==> config.mk <==
export PLATFORM = sky130hd
export DESIGN_NAME = load_store_sequencer
export DESIGN_NICKNAME = d
export VERILOG_FILES = /design/src/rtl/load_store_sequencer_pkg.sv /design/src/rtl/load_store_sequencer_lane_align.sv /design/src/rtl/load_store_sequencer.sv
export SDC_FILE = /design/constraint.sdc
export NUM_CORES = 1
export LEC_CHECK = 0
export BUFFER_PORTS_ARGS = -buffer_cell sky130_fd_sc_hd__buf_2
export CAP_MARGIN = 15
export CORE_MARGIN = 4
export CORE_UTILIZATION = 40
export CTS_CLUSTER_DIAMETER = 120
export CTS_CLUSTER_SIZE = 40
export DETAILED_ROUTE_END_ITERATION = 7
export MAX_ROUTING_LAYER = met4
export PLACE_DENSITY = 0.74
export SLEW_MARGIN = 30
export SYNTH_ARGS = -nofsm -noshare
export SYNTH_HDL_FRONTEND = slang
export SYNTH_HIERARCHICAL = 1
export SYNTH_SLANG_ARGS = --single-unit
export TNS_END_PERCENT = 50
==> constraint.sdc <==
create_clock -name clk -period 5.8 [get_ports clk]
set_input_delay 1.16 -clock clk [delete_from_list [all_inputs] [get_ports clk]]
set_output_delay 1.16 -clock clk [all_outputs]
set_load 0.02 [all_outputs]
==> src/rtl/load_store_sequencer_pkg.sv <==
// Shared types for the load/store sequencer: micro-op field encodings, trap cause,
// FSM state and the request legality check.
package load_store_sequencer_pkg;

   typedef enum logic [2:0] {
      LSU_LD            = 3'd0,
      LSU_LDU           = 3'd1,
      LSU_ST            = 3'd2,
      LSU_FENCE         = 3'd3,
      LSU_FENCEI        = 3'd4,
      LSU_FUNCT_UNKNOWN = 3'd5
   } LoadStoreUnitFuncts;

   typedef enum logic [1:0] {
      LSU_BYTE          = 2'd0,
      LSU_HALF          = 2'd1,
      LSU_WORD          = 2'd2,
      LSU_BYTES_UNKNOWN = 2'd3
   } LoadStoreUnitBytes;

   typedef enum logic [1:0] {
      EXC_NONE       = 2'd0,
      EXC_MISALIGNED = 2'd1,
      EXC_ILLEGAL    = 2'd2,
      EXC_BUS_FAULT  = 2'd3
   } LsuExcCause;

   typedef enum logic [1:0] {
      ST_IDLE   = 2'd0,
      ST_ACCESS = 2'd1,
      ST_RESP   = 2'd2
   } lsu_state_e;

   function automatic logic is_mem_op(input LoadStoreUnitFuncts funct);
      return (funct == LSU_LD) || (funct == LSU_LDU) || (funct == LSU_ST);
   endfunction

   // Illegal is tested before misaligned so it takes priority when both apply.
   function automatic LsuExcCause lsu_check(input LoadStoreUnitFuncts funct,
                                            input LoadStoreUnitBytes  bytes,
                                            input logic [1:0]         addr_lo);
      logic known_funct;
      logic illegal;
      logic misaligned;
      known_funct = is_mem_op(funct) || (funct == LSU_FENCE) || (funct == LSU_FENCEI);
      illegal     = !known_funct ||
                    (is_mem_op(funct) && (bytes == LSU_BYTES_UNKNOWN)) ||
                    ((funct == LSU_LDU) && (bytes == LSU_WORD));
      misaligned  = is_mem_op(funct) &&
                    (((bytes == LSU_HALF) && addr_lo[0]) ||
                     ((bytes == LSU_WORD) && (addr_lo != 2'b00)));
      if (illegal)         return EXC_ILLEGAL;
      else if (misaligned) return EXC_MISALIGNED;
      else                 return EXC_NONE;
   endfunction

endpackage

==> src/rtl/load_store_sequencer_lane_align.sv <==
// Byte-lane handling for the data-memory port: byte enables, store replication,
// and load extraction with sign/zero extension.
module lsu_lane_align
   import load_store_sequencer_pkg::*;
(
   input  LoadStoreUnitBytes bytes,
   input  logic [1:0]        addr_lo,
   input  logic [31:0]       st_data,
   input  logic [31:0]       rdata,
   input  logic              sign_ext,
   output logic [3:0]        be,
   output logic [31:0]       wdata,
   output logic [31:0]       ld_data
);

   logic [7:0]  byte_sel;
   logic [15:0] half_sel;

   always_comb begin
      byte_sel = rdata[{addr_lo, 3'b000} +: 8];
      half_sel = addr_lo[1] ? rdata[31:16] : rdata[15:0];
      be       = 4'b0000;
      wdata    = st_data;
      ld_data  = rdata;
      case (bytes)
         LSU_BYTE: begin
            be      = 4'b0001 << addr_lo;
            wdata   = {4{st_data[7:0]}};
            ld_data = {{24{sign_ext & byte_sel[7]}}, byte_sel};
         end
         LSU_HALF: begin
            be      = 4'b0011 << addr_lo;
            wdata   = {2{st_data[15:0]}};
            ld_data = {{16{sign_ext & half_sel[15]}}, half_sel};
         end
         LSU_WORD: begin
            be      = 4'hF;
            wdata   = st_data;
            ld_data = rdata;
         end
         default: begin
            be = 4'b0000;
         end
      endcase
   end

endmodule

==> src/rtl/load_store_sequencer.sv <==
// Multi-cycle load/store sequencer: one req/ack transaction per micro-op, stalls the
// core via busy, reports misaligned/illegal/bus-fault causes to the trap logic.
//
// state  | meaning
// IDLE   | waiting for en; request fields captured on acceptance
// ACCESS | mem_req high, waiting for ack/err or timeout
// RESP   | done pulse, exception/flush reported, core retires
module load_store_sequencer
   import load_store_sequencer_pkg::*;
#(
   parameter int unsigned BUS_TIMEOUT = 255
)(
   input  logic               clk,
   input  logic               rst,
   input  logic               en,
   input  LoadStoreUnitFuncts funct,
   input  LoadStoreUnitBytes  bytes,
   input  logic [31:0]        addr,
   input  logic [31:0]        st_data,
   output logic               busy,
   output logic               done,
   output logic [31:0]        ld_data,
   output logic               exc,
   output LsuExcCause         exc_cause,
   output logic               fencei_flush,
   output logic               mem_req,
   output logic               mem_we,
   output logic [31:0]        mem_addr,
   output logic [3:0]         mem_be,
   output logic [31:0]        mem_wdata,
   input  logic               mem_ack,
   input  logic [31:0]        mem_rdata,
   input  logic               mem_err
);

   localparam logic [7:0] TMO_LAST = 8'(BUS_TIMEOUT - 1);

   lsu_state_e         state;
   lsu_state_e         state_next;
   LoadStoreUnitFuncts funct_q;
   LoadStoreUnitBytes  bytes_q;
   logic [31:0]        addr_q;
   logic [31:0]        st_data_q;
   logic [7:0]         tmo_cnt;
   logic               timeout;
   LsuExcCause         req_cause;
   logic [31:0]        ld_ext;

   lsu_lane_align u_lane_align (
      .bytes    (bytes_q),
      .addr_lo  (addr_q[1:0]),
      .st_data  (st_data_q),
      .rdata    (mem_rdata),
      .sign_ext (funct_q == LSU_LD),
      .be       (mem_be),
      .wdata    (mem_wdata),
      .ld_data  (ld_ext)
   );

   assign mem_addr  = {addr_q[31:2], 2'b00};
   assign mem_req   = (state == ST_ACCESS);
   assign req_cause = lsu_check(funct, bytes, addr[1:0]);
   assign timeout   = (tmo_cnt == TMO_LAST);

   always_comb begin
      state_next = state;
      busy       = 1'b0;
      case (state)
         ST_IDLE: begin
            if (en) begin
               busy       = 1'b1;
               state_next = (is_mem_op(funct) && (req_cause == EXC_NONE)) ? ST_ACCESS : ST_RESP;
            end
         end
         ST_ACCESS: begin
            busy = 1'b1;
            if (mem_ack || mem_err || timeout) state_next = ST_RESP;
         end
         ST_RESP:  state_next = ST_IDLE;
         default:  state_next = ST_IDLE;
      endcase
   end

   always_ff @(posedge clk or posedge rst) begin
      if (rst) begin
         state        <= ST_IDLE;
         funct_q      <= LSU_LD;
         bytes_q      <= LSU_BYTE;
         addr_q       <= '0;
         st_data_q    <= '0;
         mem_we       <= 1'b0;
         tmo_cnt      <= '0;
         done         <= 1'b0;
         exc          <= 1'b0;
         exc_cause    <= EXC_NONE;
         fencei_flush <= 1'b0;
         ld_data      <= '0;
      end else begin
         state        <= state_next;
         done         <= 1'b0;
         exc          <= 1'b0;
         exc_cause    <= EXC_NONE;
         fencei_flush <= 1'b0;
         case (state)
            ST_IDLE: begin
               if (en) begin
                  funct_q   <= funct;
                  bytes_q   <= bytes;
                  addr_q    <= addr;
                  st_data_q <= st_data;
                  mem_we    <= (funct == LSU_ST);
                  tmo_cnt   <= '0;
                  if (state_next == ST_RESP) begin
                     done         <= 1'b1;
                     exc          <= (req_cause != EXC_NONE);
                     exc_cause    <= req_cause;
                     fencei_flush <= (funct == LSU_FENCEI);
                  end
               end
            end
            ST_ACCESS: begin
               tmo_cnt <= tmo_cnt + 8'd1;
               // Error beats a simultaneous ack; an ack in the last allowed cycle still completes.
               if (mem_err || (!mem_ack && timeout)) begin
                  done      <= 1'b1;
                  exc       <= 1'b1;
                  exc_cause <= EXC_BUS_FAULT;
               end else if (mem_ack) begin
                  done <= 1'b1;
                  if (funct_q != LSU_ST) ld_data <= ld_ext;
               end
            end
            default: ;
         endcase
      end
   end

endmodule
==> After elaboration in Yosys (flattened, before gate mapping) <==
Cells that the tools add are included.
{ "totals": {"in_bits": 106, "wordCells": 93, "register_bits": 117, "out_inout_bits": 108} }
{ "op_classes": {"addsub": 1, "bitwise": 3, "n_reduce_logical": 30, "shift": 3, "muxes": 30, "eq_ne": 14} }
{ "ops": {"columns": ["operator", "count"], "rows": [
  ["case mux 32 bit (2 select lines)", 2],
  ["variable part select 32 x 6 -> 8 bit", 1],
  ["two-way mux 16 bit", 1],
  ["case mux 8 bit (2 select lines)", 1],
  ["two-way mux 2 bit", 7],
  ["two-way mux 1 bit", 12],
  ["case mux 4 bit (3 select lines)", 1],
  ["logical OR 1 bit", 10],
  ["adder 8 x 1 -> 8 bit (second input constant)", 1],
  ["== test 2 bit (second input constant)", 4],
  ["== test 8 bit (second input constant)", 1],
  ["two-way mux 8 bit", 1],
  ["case mux 2 bit (2 select lines)", 2],
  ["logical AND 1 bit", 7],
  ["== test 2 x 1 -> 1 bit (second input constant)", 3],
  ["== test 3 x 2 -> 1 bit (second input constant)", 2],
  ["zero test 2 bit", 3],
  ["zero test 3 bit", 2],
  ["case mux 1 bit (2 select lines)", 3],
  ["nonzero test 2 bit", 3],
  ["AND reduction 2 bit", 2],
  ["AND reduction 4 bit", 1],
  ["left shift 1 x 2 -> 4 bit (first input constant)", 1],
  ["left shift 2 x 2 -> 4 bit (first input constant)", 1],
  ["other kinds (7)", 9]
]} }

==> Depth between registers and ports, before layout <==
{ "depth": {"depth_word": 18, "ltp_mapped": 8, "ltp_nobuf": 6} }

==> Hierarchy <==
Netlist, hierarchy kept.
{ "modules_own_cells": {"columns": ["module", "instances", "cells_per_inst", "area_per_inst_um2"], "rows": [
  ["load_store_sequencer", 1, 478, 4834.6],
  ["lsu_lane_align", 1, 188, 1234.9]
]} }

==> Least setup slack after synthesis <==
OpenSTA, ideal clock, no wires.
{ "synth_timing": {"path_type": "in2out", "from": "in en", "to": "out busy", "t_required_ns": 4.640, "setup_slack_ns": 3.015, "t_arrival_ns": 1.625, "cell_stages": 2, "path_buffers": 0, "path_cell_list": "o21bai_1 -> inv_1"} }
{ "synth_between": {"elab_chain_len": 2} }
{ "synth_lines": {"columns": ["element", "line_no", "source"], "rows": [
  ["from (decl)", "load_store_sequencer.sv:15", "input logic en,"],
  ["two-way mux 1 bit", "load_store_sequencer.sv:70", "if (en) begin"],
  ["case mux 1 bit (2 select lines)", "load_store_sequencer.sv:68", "case (state)"],
  ["to (decl)", "load_store_sequencer.sv:20", "output logic busy,"]
]} }
No other way between the ends.

==> Worst setup path in the final report <==
Ends and elaborated chain as after synthesis.

==> results by group <==
Timing
  • Clock skew: between 6 and 7 ps
  • RSZ-0062 raised after global routing: no
  • Tcrit/Tclk final: 0.5388
  • Min cycle time layout: ~3100 ps
  • Relative slew slack: 0.4718
  • Hold_ws: roughly 470 ps
  • TNS Setup: 0 ps
  • Final count of pins violating max slew: 0
  • Worst Tran Pin Value: ~790 ps
  • Fmax: around 0.32 GHz
  • Setup violation total in the final timing report: 0
  • Final hold viol count: 0

Global routing
  • Initial antenna violation count: 2
  • GRT Total Usage: 0.1897
  • Pin count of the biggest net entering global routing: 75
  • Vias in the first global route: around 5000
  • First-pass GRT wire length: roughly 26 mm
  • Total gr overflow: 0

Die
  • Cell Rows: 44
  • Starting density of the core: 0.4129
  • Ports: approximately 210
  • Die X: around 130 um
  • Core area: 0.01470 sq mm
  • Die Y: around 130 um
  • Area of the die: ~0.017 sq mm

Power and ir drop
  • Switch share: 0.3416
  • Clock share of power: 0.346
  • Internal: 2.050 mW
  • Power per standard cell area: just over 400 mW/mm^2
  • Static Leak: 4.135 nW
  • Share of power burned in registers: 0.351
  • Combinational share of power: 0.303
  • P_sw: about 1.1 mW
  • Peak supply drop: 0.2107 mV

Synth
  • Synth Register Bits: 117
  • Register area share after synthesis: 0.4824
  • Ranking of synthesized cells by area: dfrtp_1, nand2_1, mux2_2
  • Async SR Flop Fraction: 1.000
  • Yosys cell types: 48
  • Post-Syn Instances: ~670
  • Post-synth EDFFs: 0
  • Post-synth top flop: dfrtp_1
  • Yosys top cell area share: 0.4824
  • Yosys warning count: 6
  • Dominant cell type by area after synthesis: dfrtp_1
  • Post-Syn Area: 0.006070 sq mm
  • Mapped Avg Cell Area: approximately 9.1 sq um

Clock tree
  • Max Root-Sink Buffers: 2
  • CTS tree: done
  • Post_cts resized: 0
  • Clock Sinks: 117
  • CTS root buf: clkbuf_16
  • Clk_lat worst skew: about 400 ps
  • Worst-path clk slew: 50 ps
  • Htree depth: 4
  • Buffer count from post-CTS setup fixing: 0
  • # hold bufs at CTS: 0
  • Cts bufs inserted: 17

Setup path
  • R2R cell count: 5
  • FF-to-FF setup slack: between 3000 and 4000 ps
  • Critical path class: in2out
  • Crit path DAT: approximately 2000 ps
  • Critical path required time: ~4600 ps
  • FF-to-FF Start: addr_q[1]
  • Reg2reg end: ld_data[18]
  • CP Capture Type: output port
  • Max FO, Critical Path: 7
  • Setup crit start kind: input port

Route
  • DRC Markers: 0
  • Router iterations before antenna repair: 5
  • Post-DRT Antenna Nets: 0
  • Vias/cell: 4.989
  • Iter 0 DRT Violations: approximately 350
  • Avg WL per Cell: 15.47 um
  • Vias: 5089
  • Post-Route WL: roughly 16 mm

Cells and area
  • Most frequent cells in the layout: nand2_1, buf_2, dfrtp_1
  • Most common cell after layout, fill and taps aside: nand2_1
  • Fill cells: 1376
  • Final instance area: ~0.0075 sq mm
  • Synth-to-layout area growth: 23.73%
  • Nets: 930
  • Share of layout cells above drive strength 1: 0.3657
  • Post-layout util: 0.5109

Place
  • Port bufs: approximately 210
  • RD Place Congestion: ~0.84
  • HPWL Detailed: between 10 and 15 mm
  • Area after DPL: ~0.007 sq mm

Outcome
  • Run status: completed

Worst hold path
  • Hold path depth: 2
  • Min-Delay Path Class: reg2reg
  • Worst hold start: addr_q[7]
  • Hold Crit Endpoint: addr_q[7]

Run
  • Max-cap violations: 0
-- worst max-delay path, cell delays in order --
cell	delay [ps]
buf_2	120
o21bai_1	410
inv_1	100
buf_2	180
-- state kept, by name, indices dropped and copies added (netlist names) --
| name | flops |
|---|---|
| st_data_q | 32 |
| mem_we | 1 |
| exc | 1 |
| done | 1 |
| funct_q | 3 |
| state | 2 |
| addr_q | 32 |
| ld_data | 32 |
| tmo_cnt | 8 |
| exc_cause | 2 |
| bytes_q | 2 |
| fencei_flush | 1 |
-- worst max-delay path by stage --
stage                                to  slack [ps]  cells after the start  startpoint
after CTS                 mem_wdata[16]        2670                      3  bytes_q[1]
final                              busy        2670                      4          en
after floorplan               addr_q[0]        1540                      1         rst
after detailed placement           busy        2690                      4          en
after global routing               busy        2550                      4          en
after global placement             busy        2700                      4          en
-- metal layers --
metal,track usage,vias up,share of wire
met4,0.05018,0,0.012
met3,0.06575,16,0.085
met5,-,-,0
li1,-,2466,-
met1,0.2520,2420,0.45
met2,0.2791,187,0.45
-- power groups by stage --
stage | Clock [mW] | Sequential, mW | Combinational, mW
floorplan | 0 | 1.15 | 0.662
global placement | 0 | 1.10 | 0.940
detailed placement | 0 | 1.10 | 0.954
CTS | 1.10 | 1.09 | 0.954
global route | 1.14 | 1.12 | 1.03
finish | 1.08 | 1.09 | 0.944
-- cell type report --
cell class	count	area [sq um]	area share
antenna	2	5.005	0.0006664
clock inverter	9	125.1	0.01666
clock buffer	22	484.2	0.06448
inverter	13	51.30	0.006831
multi-input combinational	456	2584	0.3441
sequential	117	2929	0.3900
tap	184	230.2	0.03066
timing repair buffer	217	1101	0.1466
-- cell families (layout without fill, tap and decap cells) --
kind of cell,count (synthesis),in the layout,synth area share
adders and majority gates,2,2,0.004122
AOI/OAI and AO/OA,73,73,0.08493
other,1,4,0.0006178
and+or+nand+nor,315,315,0.2175
muxes,62,62,0.1144
buffers and inverters,94,261,0.09317
DFF,117,117,0.4824
xor gates and xnor gates,2,2,0.002887
-- through the flow --
stage / power (mW) / setup WS, ps / instances
after global placement: 2.042 / 2702 / 987
final: 3.114 / 2675 / 1020
after detailed placement: 2.057 / 2690 / 987
after floorplan: 1.810 / 1539 / 667
after global routing: 3.290 / 2553 / 1020
after CTS: 3.151 / 2667 / 1018
-- synthesized netlist by cell type, types with 2 or more instances --
cell type / n
mux2i_1: 12
nor2_1: 9
a21oi_1: 9
inv_1: 12
buf_2: 11
o2bb2ai_1: 9
o22ai_1: 2
dfrtp_1: 117
nor2b_1: 2
nand3_1: 8
nand2b_1: 5
buf_4: 40
o21ai_0: 29
mux2_1: 2
buf_1: 8
and3_1: 4
nand2_1: 267
nor4bb_1: 7
buf_6: 5
nor3_1: 3
clkbuf_1: 16
ha_1: 2
xor2_1: 2
mux2_2: 47
a221o_1: 15
Power figures use the tool's default switching activity.
